## config.mk

```make
export PLATFORM = sky130hd
export DESIGN_NAME = score_controller
export DESIGN_NICKNAME = d
export VERILOG_FILES = /design/src/rtl/score_controller.sv
export SDC_FILE = /design/constraint.sdc
export NUM_CORES = 1
export LEC_CHECK = 0
export ABC_CLOCK_PERIOD_IN_PS = 2700
export CAP_MARGIN = 20
export CORE_UTILIZATION = 53
export DETAILED_ROUTE_END_ITERATION = 16
export PLACE_DENSITY_LB_ADDON = 0.08
export SLEW_MARGIN = 0
export SYNTH_ARGS = -nofsm -noshare
export SYNTH_HDL_FRONTEND = slang
export SYNTH_SLANG_ARGS = --single-unit
```

## constraint.sdc

```tcl
create_clock -name clk -period 2.7 [get_ports clk]
set_clock_uncertainty 0.2 [all_clocks]
set_input_delay 0.54 -clock clk [delete_from_list [all_inputs] [get_ports clk]]
set_output_delay 0.54 -clock clk [all_outputs]
set_load 0.01 [all_outputs]
```

## src/rtl/score_controller.sv

```systemverilog
// Game-phase sequencer for the Flappy Bird score display: BCD score with ripple carry,
// best-score tracking, blink on game over, and active-low 7-segment drive per digit.
module score_controller #(
  parameter int NUM_DIGITS   = 3,
  parameter int BLINK_CYCLES = 12_500_000
) (
  input  logic                    clk,
  input  logic                    reset,
  input  logic                    start,
  input  logic                    pass,
  input  logic                    crash,
  output logic                    active,
  output logic                    game_over,
  output logic                    new_best,
  output logic [7*NUM_DIGITS-1:0] hex_out
);

  typedef enum logic [1:0] {
    IDLE = 2'd0,
    PLAY = 2'd1,
    OVER = 2'd2
  } state_t;

  localparam int TW = (BLINK_CYCLES > 1) ? $clog2(BLINK_CYCLES) : 1;
  localparam logic [TW-1:0] TIMER_LAST = TW'(BLINK_CYCLES - 1);
  localparam logic [6:0] SEG_BLANK = 7'b1111111;

  // Digit 0 (ones) occupies the low nibble, so a plain unsigned compare of the
  // packed vector is the same as a BCD compare from the most significant digit down.
  typedef logic [NUM_DIGITS-1:0][3:0] bcd_t;

  state_t        state;
  bcd_t          score;
  bcd_t          best;
  bcd_t          score_inc;
  bcd_t          display;
  logic          pass_q;
  logic          pass_rise;
  logic          blank;
  logic [TW-1:0] timer;

  function automatic bcd_t bcd_increment(input bcd_t v);
    bcd_t r;
    logic carry;
    logic all_nines;
    r         = v;
    carry     = 1'b1;
    all_nines = 1'b1;
    for (int i = 0; i < NUM_DIGITS; i++) begin
      if (v[i] != 4'd9) all_nines = 1'b0;
    end
    if (!all_nines) begin
      for (int i = 0; i < NUM_DIGITS; i++) begin
        if (carry) begin
          if (v[i] == 4'd9) begin
            r[i] = 4'd0;
          end else begin
            r[i]  = v[i] + 4'd1;
            carry = 1'b0;
          end
        end
      end
    end
    return r;
  endfunction

  function automatic logic [6:0] seg7(input logic [3:0] d);
    logic [6:0] s;
    case (d)
      4'd0:    s = 7'b1000000;
      4'd1:    s = 7'b1111001;
      4'd2:    s = 7'b0100100;
      4'd3:    s = 7'b0110000;
      4'd4:    s = 7'b0011001;
      4'd5:    s = 7'b0010010;
      4'd6:    s = 7'b0000010;
      4'd7:    s = 7'b1111000;
      4'd8:    s = 7'b0000000;
      4'd9:    s = 7'b0010000;
      default: s = SEG_BLANK;
    endcase
    return s;
  endfunction

  assign pass_rise = pass & ~pass_q;
  assign score_inc = bcd_increment(score);

  // NOTE: all state updates use non-blocking assignments so every register
  // samples the pre-edge values regardless of statement order.
  always_ff @(posedge clk or posedge reset) begin
    if (reset) begin
      state     <= IDLE;
      score     <= '0;
      best      <= '0;
      pass_q    <= 1'b0;
      timer     <= '0;
      blank     <= 1'b0;
      new_best  <= 1'b0;
      active    <= 1'b0;
      game_over <= 1'b0;
    end else begin
      pass_q   <= pass;
      new_best <= 1'b0;
      case (state)
        IDLE: begin
          if (start) begin
            state  <= PLAY;
            score  <= '0;
            active <= 1'b1;
          end
        end
        PLAY: begin
          // Crash wins over a same-edge pass; the score is frozen as it stood.
          if (crash) begin
            state     <= OVER;
            active    <= 1'b0;
            game_over <= 1'b1;
            timer     <= '0;
            blank     <= 1'b0;
            if (score > best) begin
              best     <= score;
              new_best <= 1'b1;
            end
          end else if (pass_rise) begin
            score <= score_inc;
          end
        end
        OVER: begin
          if (start) begin
            state     <= PLAY;
            score     <= '0;
            blank     <= 1'b0;
            timer     <= '0;
            active    <= 1'b1;
            game_over <= 1'b0;
          end else if (timer == TIMER_LAST) begin
            timer <= '0;
            blank <= ~blank;
          end else begin
            timer <= timer + 1'b1;
          end
        end
        default: begin
          state     <= IDLE;
          active    <= 1'b0;
          game_over <= 1'b0;
          blank     <= 1'b0;
          timer     <= '0;
        end
      endcase
    end
  end

  // NOTE: every output of this block gets a default first so no path
  // through it can infer a latch.
  always_comb begin
    display = score;
    hex_out = '1;
    if (state == IDLE) display = best;
    for (int i = 0; i < NUM_DIGITS; i++) begin
      hex_out[7*i +: 7] = (state == OVER && blank) ? SEG_BLANK : seg7(display[i]);
    end
  end

endmodule
```

# --- After elaboration in Yosys (flattened, before gate mapping) ---
# Memories as Yosys holds them, arrays and structs flattened.
# Cells that the tools add are included.
op_classes:
  n_addsub: 4
  mul: 0
  div_mod_pow: 0
  magnitude_cmp: 1
  eq_ne: 18
  n_shift: 0
  muxes: 41
  bitwise: 4
  reduce_logical: 12
op_table:
  columns: ["cell", "count"]
  rows:
  - ["$mux 24", 3]
  - ["$pmux 24 s3", 1]
  - ["$mux 12", 5]
  - ["$add 24x1->24 const B", 1]
  - ["$eq 24x24->1 const B", 1]
  - ["$pmux 12 s2", 1]
  - ["$mux 7", 3]
  - ["$mux 4", 5]
  - ["$mux 1", 17]
  - ["$ne 2x2->1 const B", 7]
  - ["$add 4x1->4 const B", 3]
  - ["$eq 4x4->1 const B", 3]
  - ["$gt 12x12->1", 1]
  - ["$ne 4x4->1 const B", 3]
  - ["$reduce_and 6->1", 2]
  - ["$reduce_and 3->1", 3]
  - ["$pmux 1 s3", 2]
  - ["$reduce_and 5->1", 1]
  - ["$mux 2", 2]
  - ["$pmux 2 s2", 1]
  - ["$reduce_and 2->1", 2]
  - ["$ne 3x3->1 const B", 1]
  - ["$not 1->1", 3]
  - ["$eq 2x1->1 const B", 1]
  - ["8 further kinds", 8]
word_totals:
  register_bits: 55
  latch_bits: 0
  mem_bits_rw: 0
  rom_bits: 336
  out_inout_bits: 24
  word_cells: 96
  mem_count: 3
mem_list:
  columns: ["name", "depth", "word_bits", "rd", "rd_ports_with_merged_regs", "write_ports", "line", "text"]
  rows:
  - ["(name not given)", 16, 7, 1, 0, 0, "69", "case (d)"]
  - ["(name not given)", 16, 7, 1, 0, 0, "69", null]
  - ["(name not given)", 16, 7, 1, 0, 0, "69", null]

# --- Logic depth before layout (Yosys ltp) ---
depth:
  word_depth: 12
  ltp_mapped: 9
  ltp_nobuf: 7

# --- Worst setup path after synthesis ---
# OpenSTA, ideal clock, no wires.
synth_path:
  path_type: "register -> output"
  start: "register state[0]"
  end: "output hex_out[19]"
  t_arrival_ps: 2259
  t_required_ps: 1960
  path_slack_ps: -299
  stages_incl_launch_ff: 10
  n_path_buf: 2
  cell_sequence: "dfrtp_1 buf_2 nor2_2 buf_4 mux2i_1 inv_1 ha_1 or2_2 a21oi_1 o21ai_0"
synth_via:
  elab_chain_len: 4
  word_cells_on_any_way: 6
synth_rtl:
  columns: ["element", "line", "text"]
  rows:
  - ["start: declaration", "32", "state_t state;"]
  - ["start signal: assignment", "92", "state <= IDLE;"]
  - ["start signal: assignment", "107", "state <= PLAY;"]
  - ["start signal: assignment", "115", "state <= OVER;"]
  - ["$logic_not 2->1", "159", "if (state == IDLE) display = best;"]
  - ["$mux 12", "159", null]
  - ["$mem_v2 16x7", null, null]
  - ["$mux 7 (*)", "161", "hex_out[7*i +: 7] = (state == OVER && blank) ? SEG_BLANK : seg7(display[i]);"]
  - ["end: declaration", "15", "output logic [7*NUM_DIGITS-1:0] hex_out"]
# Mark *: on every way between the ends. The rest lies on a longest branch, timed or not.

# --- Final worst setup path ---
layout_path:
  start: "register state[1]"
  end: "output hex_out[5]"
# The elaborated chain is that of the path after synthesis.

==> impl_metrics.yaml <==
outcome:
  status: "finished, violations left"
  violations: "negative setup slack"
placement:
  gp_congestion: 0.8616
  preCtsSetupSlack_ns: -0.2531
  placed_area_sq_mm: 0.004588
  detailed_place_hpwl_mm: 6.262
  io_buffer_count: 28
clock_network:
  path_clk_slew_ns: 0.11
  ctsRootBufferMaster: "clkbuf_8"
  insertion_delay_ns: 0.32
  clock_sinks: 55
  clock_path_buffers: 2
  cts_buffers: 5
  htree_levels: 2
  cts_hold_buffers: 0
  cts_tree: "yes"
logic_synthesis:
  syn_nets: 459
  syn_avg_cell_area_sq_um: 9.092
  synth_top_area_share_pct: 36.04
  yosysWarnings: 0
  seq_area_frac_synth_pct: 36.04
  synth_edf_count: 0
  synth_cell_types: 50
  async_reset_ff_share_pct: 100.0
  synth_area_leaders: "dfrtp_1, ha_1, mux2i_1"
  syn_area_sq_mm: 0.003819
  synth_largest_area_cell: "dfrtp_1"
  synthCells: 420
  ys_seq_elements: 55
  synth_top_flop_cell: "dfrtp_1"
floorplan:
  rows: 30
  die_area_sq_mm: 0.007548
  start_util_pct: 55.59
  ios: 29
  core-area_sq_mm: 0.006869
  die-width_microns: 86.88
  die_h_microns: 86.88
worst_setup_path:
  slowest_delay_ns: 0.42
  worstPathArrival_ns: 2.22
  crit_chain: "nor2_4, buf_12, buf_12, mux2i_4, inv_2, ha_4, or2_1, a21oi_2, o21ai_0, buf_2"
  startpoint_type: "flop"
  required_ns: 1.96
  criticalPathCategory: "flop to primary output"
  critical_path.top_delay_family: "buffers and inverters"
  critPathSlowestCell: "dfrtp_1"
  worstPathMaxFanout: 5
  crit_buf_inv: 4
  crit_top_cell: "buf_12"
  cp-end-kind: "primary output"
routing:
  wl_mm: 9.139
  drt_pass1_iterations: 4
  wl_per_cell_microns: 14.98
  viasPerCell: 5.567
  drc: 0
  drt_iter0_drc: 148
  drtAntennaViolNets: 0
  vias: 3396
timing:
  maxSlewViolCount: 0
  final-setup-viol-count: 21
  hold_violations: 0
  fin_crit_ns: 2.955
  slew_headroom_pct: 60.72
  fin_tns_setup_ns: -3.972
  tightestPinTransition_ns: 0.5838
  grt_setup_unrepaired: "true"
  fmax_mhz: 338.4
  fin_ws_ns: -0.2552
  min_period_over_period_pct: 109.5
layout:
  nFillCells: 537
  area_delta_synth_final_pct: 30.93
  finalInstanceArea_sq_mm: 0.005000
  multi_input_area_sq_mm: 0.002521
  layout.nets: 552
  area.sequential_sq_mm: 0.001376
  antenna_cells: 0
  drive_gt1_share_pct: 30.93
pwr:
  p_int_mw: 2.627
  p_leak_nw: 2.411
  power.switching_mw: 1.858
  swShare_pct: 41.43
  p_seq_share_pct: 24.7
  comb_power_share_pct: 64.4
  finalPower_mw: 4.485
  power.density_mw_per_mm2: 897.0
  pwr-share-clk_pct: 10.9
  ir_worst_vdd_mv: 0.4427
global_routing:
  grt_pass1_vias: 3309
  track_usage_pct: 25.52
  antenna_found_initial: 0
  grt_pass1_wl_mm: 15.24
  grt_max_degree: 24
  grt-ovfl-total: 0
min_path:
  hold_path.class: "flop to flop"
job:
  drv_cap: 0
-- per-layer routing --
| layer | routed length (microns) | track usage (%) | up-vias | part of all wire, % |
|---|---|---|---|---|
| li1 | - | - | 1674 | - |
| met1 | 3978 | 29.60 | 1652 | 44 |
| met2 | 4806 | 48.32 | 56 | 53 |
| met3 | 220 | 3.318 | 14 | 2.4 |
| met4 | 133 | 8.182 | 0 | 1.5 |
| met5 | 0 | 0 | - | 0 |
-- sequential cells by signal, indices dropped and copies added, names as in the netlist --
signal / cells
game_over: 1
active: 1
score: 12
best: 12
blank: 1
pass_q: 1
new_best: 1
timer: 24
state: 2
-- cell usage in the layout (no fill, tap or decap), types with 15 or more instances in the layout --
master / count
ha_1: 25
nand2_1: 45
a21oi_1: 18
nand3_1: 15
buf_2: 21
dfrtp_1: 55
buf_4: 55
inv_1: 21
nor2_1: 32
o21ai_0: 20
-- Yosys cell counts, types with 2 or more instances --
cell      instances
nor3b_1           2
xor2_1            7
o21ai_0          28
a21o_1           10
and3_1            6
nor3_1            3
a21boi_0          2
xnor2_1           5
nand2b_1          8
and4_1            2
buf_2             6
nand3_1          16
inv_1            27
a22o_1            3
nor2b_1           5
a31oi_1          10
nor2_1           34
nor4_1            4
mux2_1            4
or4_4             2
or3_1             2
ha_1             34
or4_1             2
nand4_1           8
nand2_1          46
a21oi_1          21
dfrtp_1          55
mux2_2           17
clkbuf_1          4
o31ai_1           2
mux2i_1          22
o21a_1            2
nand3b_1          4
-- worst paths after layout --
check,endpoint,from,slack [ns],depth (start not counted)
min in group asynchronous,state[0],reset,0.35,2
worst min-delay path,active,active,0.33,2
worst max register to register,best[8],score[9],0.19,8
worst min register to register,active,active,0.33,2
worst max-delay path,hex_out[5],state[1],-0.26,10
max in group asynchronous,timer[21],reset,1.28,3
-- cell families (layout without fill, tap and decap cells) --
family,after synthesis,in the layout,share of synthesized area [%]
and+or+nand+nor,153,153,20.77
AOI/OAI and AO/OA,84,84,13.20
DFF,55,55,36.04
muxes,43,43,11.96
buffers and inverters,39,133,4.128
adders and majority gates,34,34,11.14
xor gates and xnor gates,12,12,2.752
-- worst min-delay path, delay by kind of cell (launching register included) --
family           cells  cell delay [ns]
flip-flops           1             0.37
AND/OR/NAND/NOR      1             0.06
AO/OA/AOI/OAI        1             0.07
-- stage by stage --
step / hold WS, ns / std cells / utilization (%)
after global placement: 0.2909 / 582 / 66.79
after global routing: 0.3548 / 610 / 72.79
final: 0.3300 / 610 / 72.79
after detailed placement: 0.3115 / 582 / 66.79
after CTS: 0.3279 / 607 / 71.48
after floorplan: 0.2717 / 420 / -
-- timing repair --
item	CTS	global route
resized for setup	128	22
setup endpoints to repair	21	21
setup buffers	16	3
cloned	1	1
pin swaps	14	9
-- final cells by class --
type                       count  share of cell area (%)
clock buffer                   6                   1.652
clock inverter                 2                  0.3253
inverter                      27                   2.027
multi-input combinational    326                   50.43
sequential                    55                   27.53
tap                           96                   2.402
timing repair buffer          98                   15.64
-- power by group through the flow --
stage	Sequential (mW)	Combinational [mW]	Clock, mW
after floorplan	1.12	1.42	0
after global placement	1.10	2.50	0
after detailed placement	1.11	2.57	0
after CTS	1.11	2.74	0.497
after global routing	1.13	3.15	0.533
final	1.11	2.89	0.487
Power figures use the tool's default switching activity.
